<file path="config.mk">
export PLATFORM = sky130hd
export DESIGN_NAME = spike_out_packer
export DESIGN_NICKNAME = d
export VERILOG_FILES = /design/src/rtl/spike_out_packer.sv
export SDC_FILE = /design/constraint.sdc
export NUM_CORES = 1
export LEC_CHECK = 0
export ABC_AREA = 1
export CORE_ASPECT_RATIO = 1.25
export CORE_UTILIZATION = 40
export DETAILED_ROUTE_END_ITERATION = 10
export GPL_TIMING_DRIVEN = 0
export HOLD_SLACK_MARGIN = 0.03
export PLACE_DENSITY = 0.6
export SYNTH_ARGS = -nofsm -noshare
export SYNTH_HDL_FRONTEND = slang
export SYNTH_SLANG_ARGS = --single-unit
</file>
<file path="constraint.sdc">
create_clock -name wb_clk_i -period 2 [get_ports wb_clk_i]
set_clock_uncertainty 0.2 [all_clocks]
set_input_delay 0.2 -clock wb_clk_i [delete_from_list [all_inputs] [get_ports wb_clk_i]]
set_output_delay 0.2 -clock wb_clk_i [all_outputs]
set_load 0.005 [all_outputs]
</file>
<file path="src/rtl/spike_out_packer.sv">
`default_nettype none
// ============================================================================
// Module      : spike_out_packer
// Description : Gathers per-neuron spike results for one timestep into a
//               32-bit vector and issues a one-cycle write of that vector to
//               neuron_spike_out once every neuron has reported. Counts
//               completed frames and flags duplicate or out-of-range results.
// Revision    : 1.0 - initial release
// ============================================================================
module spike_out_packer #(
    parameter int NUM_NEURONS = 32,
    parameter int IDX_W       = 5,
    parameter int FCNT_W      = 16
) (
    input  logic              wb_clk_i,
    input  logic              wb_rst_i,
    input  logic              start_i,
    input  logic              abort_i,
    input  logic              spike_valid_i,
    input  logic              spike_i,
    input  logic [IDX_W-1:0]  neuron_idx_i,
    output logic              ready_o,
    output logic              busy_o,
    output logic [31:0]       external_spike_data_o,
    output logic              external_write_en_o,
    output logic [FCNT_W-1:0] frame_count_o,
    output logic              err_o
);

    localparam logic [1:0] S_IDLE    = 2'd0;
    localparam logic [1:0] S_COLLECT = 2'd1;
    localparam logic [1:0] S_FLUSH   = 2'd2;

    // Counter must be able to hold the value 32 itself.
    localparam int          c_CNT_W      = 6;
    localparam logic [31:0] c_VALID_MASK = (NUM_NEURONS >= 32) ? 32'hFFFF_FFFF
                                         : 32'((33'd1 << NUM_NEURONS) - 33'd1);

    logic [1:0]         r_state;
    logic [31:0]        r_shadow;
    logic [31:0]        r_seen;
    logic [c_CNT_W-1:0] r_cnt;
    logic [31:0]        r_data;
    logic               r_we;
    logic [FCNT_W-1:0]  r_fcnt;
    logic               r_err;

    logic [31:0]        w_onehot;
    logic               w_in_range;
    logic               w_dup;
    logic               w_accept;
    logic               w_last;
    logic [31:0]        w_shadow_next;

    // Decode the incoming result: its bit position, legality and whether it closes the frame.
    always_comb begin
        w_onehot      = 32'd1 << neuron_idx_i;
        w_in_range    = 32'(neuron_idx_i) < NUM_NEURONS;
        w_dup         = |(r_seen & w_onehot);
        // Abort has priority, so a result arriving alongside it is dropped.
        w_accept      = spike_valid_i && (r_state == S_COLLECT) && !abort_i;
        w_shadow_next = spike_i ? (r_shadow | w_onehot) : (r_shadow & ~w_onehot);
        w_last        = (r_cnt + c_CNT_W'(1)) == c_CNT_W'(NUM_NEURONS);
    end

    // Frame state machine, collection datapath, output strobe and frame counter.
    always_ff @(posedge wb_clk_i) begin
        if (wb_rst_i) begin
            r_state  <= S_IDLE;
            r_shadow <= 32'd0;
            r_seen   <= 32'd0;
            r_cnt    <= '0;
            r_data   <= 32'd0;
            r_we     <= 1'b0;
            r_fcnt   <= '0;
            r_err    <= 1'b0;
        end else begin
            r_we <= 1'b0;
            case (r_state)
                S_IDLE: begin
                    if (start_i) begin
                        r_shadow <= 32'd0;
                        r_seen   <= 32'd0;
                        r_cnt    <= '0;
                        r_state  <= S_COLLECT;
                    end
                end
                S_COLLECT: begin
                    if (abort_i) begin
                        r_state <= S_IDLE;
                    end else if (w_accept) begin
                        if (!w_in_range || w_dup) begin
                            r_err <= 1'b1;
                        end else begin
                            r_shadow <= w_shadow_next;
                            r_seen   <= r_seen | w_onehot;
                            r_cnt    <= r_cnt + c_CNT_W'(1);
                            if (w_last) begin
                                r_data  <= w_shadow_next & c_VALID_MASK;
                                r_we    <= 1'b1;
                                r_state <= S_FLUSH;
                            end
                        end
                    end
                end
                S_FLUSH: begin
                    r_fcnt  <= r_fcnt + FCNT_W'(1);
                    r_state <= S_IDLE;
                end
                default: r_state <= S_IDLE;
            endcase
        end
    end

    assign ready_o               = (r_state == S_COLLECT);
    assign busy_o                = (r_state == S_COLLECT) || (r_state == S_FLUSH);
    assign external_spike_data_o = r_data;
    assign external_write_en_o   = r_we;
    assign frame_count_o         = r_fcnt;
    assign err_o                 = r_err;

endmodule
`default_nettype wire
</file>
Word level (Yosys, flattened, before mapping)

Index checks and enable logic that the tools add are counted.

Register bits after elaboration: 122
Output and inout port bits: 52
Bits of input ports: 11

Muxes and demuxes: 22
Bitwise logic cells: 9
Equal/unequal tests: 10
Reductions and logical operators: 12
Add/subtract/negate cells: 2
Shift-type cells: 1

Operator list:

| cell                                                  | number |
|---|---|
| two-way mux 32 bit                                    | 8 |
| case mux 32 bit (2 select lines)                      | 2 |
| AND 32 bit                                            | 2 |
| bitwise OR 32 bit                                     | 2 |
| OR reduction 36 bit                                   | 1 |
| NOT 32 bit                                            | 1 |
| OR reduction 32 bit                                   | 1 |
| left shift 1 x 5 -> 32 bit, first input constant      | 1 |
| two-way mux 6 bit                                     | 4 |
| adder 16 x 1 -> 16 bit, second input constant         | 1 |
| case mux 6 bit (2 select lines)                       | 1 |
| two-way mux 2 bit                                     | 5 |
| AND reduction 5 bit                                   | 2 |
| AND reduction 4 bit                                   | 2 |
| adder 6 x 1 -> 6 bit, second input constant           | 1 |
| equality test 6 bit, second input constant            | 1 |
| inequality test 2 bit, second input constant          | 3 |
| inequality test 3 x 2 -> 1 bit, second input constant | 2 |
| NOT 1 bit                                             | 4 |
| case mux 2 bit (2 select lines)                       | 1 |
| inequality test 3 bit, second input constant          | 1 |
| equality test 2 x 1 -> 1 bit, second input constant   | 1 |
| equality test 2 bit, second input constant            | 1 |
| logical AND 1 bit                                     | 2 |
| other kinds (6)                                       | 6 |

Logic depth before layout (Yosys ltp)

Gate-level depths: netlist of run 1.

Word-level depth: 8
Mapped depth: 16
Mapped depth without buffers: 15

Worst setup path before layout of run 1

No wires, ideal clock.

Path kind: register to register
Start point: reg r_state[0]
End point: reg r_shadow[10]
Required time: 1730 ps
Stages on the path, launching flop included: 10
Arrival: 1731 ps
Setup slack: -1 ps
Cell sequence: dfxtp_1 inv_1 ha_1 inv_1 or2_2 clkbuf_1 clkbuf_1 clkbuf_1 nand3_1 a21oi_1

Word-level cells in the longest chain between the ends: 5
Elaborated cells on any way between the ends: 11

Ends and longest elaborated chain:

| what                                            | RTL line | RTL |
|---|---|---|
| from (decl)                                     | 39       | `logic [1:0] r_state;` |
| from (signal assigned)                          | 69       | `r_state <= S_IDLE;` |
| from (signal assigned)                          | 85       | `r_state <= S_COLLECT;` |
| from (signal assigned)                          | 90       | `r_state <= S_IDLE;` |
| equality test 2 x 1 -> 1 bit                    | 61, 79   |  |
| logical AND 1 bit (2 in series)                 | 61       | `w_accept = spike_valid_i && (r_state == S_COLLECT) && !abort_i;` |
| inequality test 2 x 1 -> 1 bit (no source line) | -        |  |
| AND reduction 5 bit (no source line)            | -        |  |
| to (signal assigned)                            | 95       | `r_shadow <= w_shadow_next;` |
| to (decl)                                       | 40       | `logic [31:0] r_shadow;` |

Parallel ways exist; a longest one is shown, timed or not.
A chain may end at the register's enable or synchronous reset.

Final worst setup path of run 1

Start point: reg r_state[1]
End point: reg r_seen[22]

Word-level cells in the longest chain between the ends: 5
Elaborated cells on any way between the ends: 11

Ends and longest elaborated chain:

| what                                            | RTL line | RTL |
|---|---|---|
| equality test 2 x 1 -> 1 bit                    | 61, 79   |  |
| logical AND 1 bit (2 in series)                 | 61       |  |
| inequality test 2 x 1 -> 1 bit (no source line) | -        |  |
| AND reduction 5 bit (no source line)            | -        |  |
| to (signal assigned)                            | 96       | `r_seen <= r_seen \| w_onehot;` |
| to (decl)                                       | 41       | `logic [31:0] r_seen;` |

Parallel ways exist; a longest one is shown, timed or not.

==> results of run 1 <==
==> cell type report <==
cell class                      instances  area [um2]
Inverter                               75         294
Fill cell                            1458        6200
Multi-Input combinational cell        675        4100
Buffer                                 62         539
Tap cell                              212         265
Sequential cell                       122        2460
Clock buffer                           18         439
Timing Repair Buffer                  101        1200
Clock inverter                         11        77.6
==> what timing repair did <==
action,in CTS,in global routing
gates cloned,1,15
setup endpoints to repair,111,110
pin swaps,16,51
buffers inserted,10,15
gates resized for setup,70,241
hold buffers,0,0
==> layout by cell type (no fill, tap or decap), types with 11 or more instances in the layout <==
cell type and count:
nand2_2 30, a21oi_2 52, clkbuf_1 17, buf_4 26, nand2_1 125, nand2_4 34, o21ai_0 23, clkdlybuf4s50_1 56
inv_1 66, nor2_4 17, dfxtp_1 114, o21a_1 11, nor2_1 133, clkbuf_16 31, a21oi_1 65, nand3_2 21
o21ai_1 19, nand3_1 73, nand4_1 20
==> power by group <==
group	internal, W	switching, W
clock	0.00159	0.00117
sequential	0.00249	0.0000481
combinational	0.000727	0.000952
==> synthesized netlist by cell type (all sizes together) (8+ instances only) <==
cell / count
dfxtp: 122
o21a: 11
inv: 75
buf: 36
nand4: 20
nand2: 189
nand3: 104
a21oi: 118
nor2: 160
nor3: 8
o21ai: 48
clkbuf: 27
==> worst paths after layout <==
| check | start | endpoint | slack (ns) | depth (start not counted) |
|---|---|---|---|---|
| worst min-delay path | neuron_idx_i[4] | r_seen[11] | 0.10 | 6 |
| worst min register to register | frame_count_o[15] | frame_count_o[15] | 0.26 | 1 |
| worst max-delay path | r_state[1] | r_seen[22] | -0.11 | 13 |
| worst max register to register | r_state[1] | r_seen[22] | -0.11 | 13 |
==> routing by layer <==
| metal | vias to the layer above | GRT usage [%] | routed length [um] |
|---|---|---|---|
| met5 | - | 0 | 0 |
| met4 | 0 | 12.2 | 937 |
| li1 | 3306 | - | - |
| met1 | 3171 | 30.7 | 9140 |
| met2 | 255 | 42.0 | 10600 |
| met3 | 63 | 5.69 | 1350 |
==> sequential cells by signal, summed over array words and instances (netlist names) <==
| register | count |
|---|---|
| external_spike_data_o | 32 |
| r_seen | 32 |
| r_shadow | 32 |
| frame_count_o | 16 |
| r_cnt | 6 |
| r_state | 2 |
| err_o | 1 |
| external_write_en_o | 1 |
==> worst max-delay path, stage by stage (launching register included) <==
cell and delay, ns:
dfxtp_2 0.33, inv_4 0.06, ha_4 0.17, inv_8 0.05
nor2_4 0.13, inv_2 0.06, nor2_4 0.12, nand3_2 0.10
nand2_4 0.17, nand2_4 0.10, buf_12 0.16, clkbuf_16 0.17
nand2_2 0.08, a21oi_2 0.05
==> through the flow <==
step / setup slack, ns / cell area, um2 / TNS [ns] / hold WS [ns] / instances
after global placement: -1.00 / 7250 / -93.71 / 0.245 / 1207
after global routing: -0.218 / 9370 / -14.56 / 0.122 / 1276
after floorplan: 0.00140 / 6380 / 0 / 0.233 / 935
after CTS: -0.0574 / 8080 / -0.800 / 0.150 / 1246
final: -0.108 / 9370 / -5.86 / 0.104 / 1276
after detailed placement: -1.01 / 7250 / -96.03 / 0.247 / 1207
==> cells by family (layout without fill, tap and decap cells) <==
logic type               Yosys count  after routing  share of synthesized area, %
buffers and inverters            138            267                          10.6
adder cells (fa/ha/maj)            5              5                         0.980
flip-flops                       122            122                          38.3
AND/OR/NAND/NOR                  487            487                          34.8
AO/OA/AOI/OAI                    180            180                          15.0
XOR/XNOR                           3              3                         0.412
==> summary.txt, run 1 <==
Detailed routing
  • Drt wl/cell: about 17 um
  • Vias per cell: 5.33
  • DR iter-0 viols: 544
  • Post-Route WL: 22,100 um
  • DRC Markers: 0
  • Total iterations of the first detailed-routing run: 6
  • Routed via count: ~6,800
  • DRT antenna net count: 0

Layout
  • Layout Nets: 1,070
  • P&R area growth vs syn: 46.9%
  • Ant. Diodes: 0
  • Share of cells above drive strength 1: a little under a third
  • Layout Utilization: about three fifths

Logic synthesis
  • Synth unique cells: 37
  • Dominant synthesized flop cell: dfxtp_1
  • Synthesized Nets: ~950
  • Asr flop ratio synth: 0%
  • Cells after Synth: ~940
  • Seq cells post-synth: about 120
  • Seq/Total Area, Yosys: a little under two fifths
  • Mapped Area: ~6400 um2
  • Post-synth top area share: approximately two fifths
  • Largest cells by area after synthesis: dfxtp_1 38%, nand2_1 11%, a21oi_1 8.9%
  • Synth Warn #: 0
  • Dominant cell type by area after synthesis: dfxtp_1
  • EDFF count, synth: 0
  • Average size of a mapped cell: roughly 6.8 um2

Timing
  • Fin crit period: ~2.1 ns
  • Fin worst setup slack: -0.108 ns
  • # setup viols final: 89
  • Slew headroom: between 40 and 50%
  • Fmax: roughly 470 MHz
  • RSZ-0062 raised after global routing: yes
  • Slew at the pin with the worst max-slew slack: around 0.82 ns
  • Slew Limit Fails: 0
  • Final Hold Viols: 0
  • Final Cycle Share: 105%

Place
  • Port bufs: 60
  • Routability cong.: roughly 0.87
  • Post-DP HPWL: about 14,000 um

GRT
  • First-pass GRT wire length: ~31,000 um
  • Number of global-route vias before repair: between 5,000 and 6,000
  • GRT Util Overall: between 20 and 30%
  • Initial antenna violation count: 0
  • Pin count of the biggest net entering global routing: 17
  • GRT overflow: 0

Critical path
  • Crit path kind: flop to flop
  • Setup crit start kind: flop
  • CP endpoint kind: flop
  • CP arrival: ~2.2 ns
  • Worst path required time: between 2 and 2.5 ns
  • CP max FO: 6

Min path
  • Min-delay worst type: primary input to flop

Floorplan
  • IO Count: 63
  • Die W: 115 um
  • Core box area: roughly 16,000 um2
  • Die Ht: 143 um
  • Die Area: 16,500 um2
  • Starting Density: between 40 and 50%
  • Std-Cell Rows: between 50 and 60

Run status
  • Status: finished, violations left
  • Failing checks: setup timing

Clock tree
  • Maximum clock insertion buffer count: 2
  • Clk root buf: clkbuf_16
  • Clk pin slew, worst setup/hold paths: ~0.06 ns
  • Worst skew pair latency: roughly 0.43 ns
  • CTS tree: built
  • Number of clock sinks: 122
  • Cts bufs inserted: 17
  • H-tree levels: 4

Pwr
  • Pwr Total: 0.00697 W
  • Pleak: ~3.5 nW
  • Worst VDD drop: 0.543 mV
  • Power per cell area: 743 nW/um2

Flow run
  • Maxcap violations: 0
Note: power is estimated with default switching activity, not from simulation.
==> inputs of run 2 (changes only) <==
--- a/config.mk
+++ b/config.mk
@@ -9,9 +9,9 @@
 export CORE_ASPECT_RATIO = 1.25
 export CORE_UTILIZATION = 40
 export DETAILED_ROUTE_END_ITERATION = 10
+export GPL_ROUTABILITY_DRIVEN = 0
 export GPL_TIMING_DRIVEN = 0
 export HOLD_SLACK_MARGIN = 0.03
-export PLACE_DENSITY = 0.6
 export SYNTH_ARGS = -nofsm -noshare
 export SYNTH_HDL_FRONTEND = slang
 export SYNTH_SLANG_ARGS = --single-unit
==> results of run 2 <==
Same layout as run 1: the final DEF is identical, and so are final timing and power.
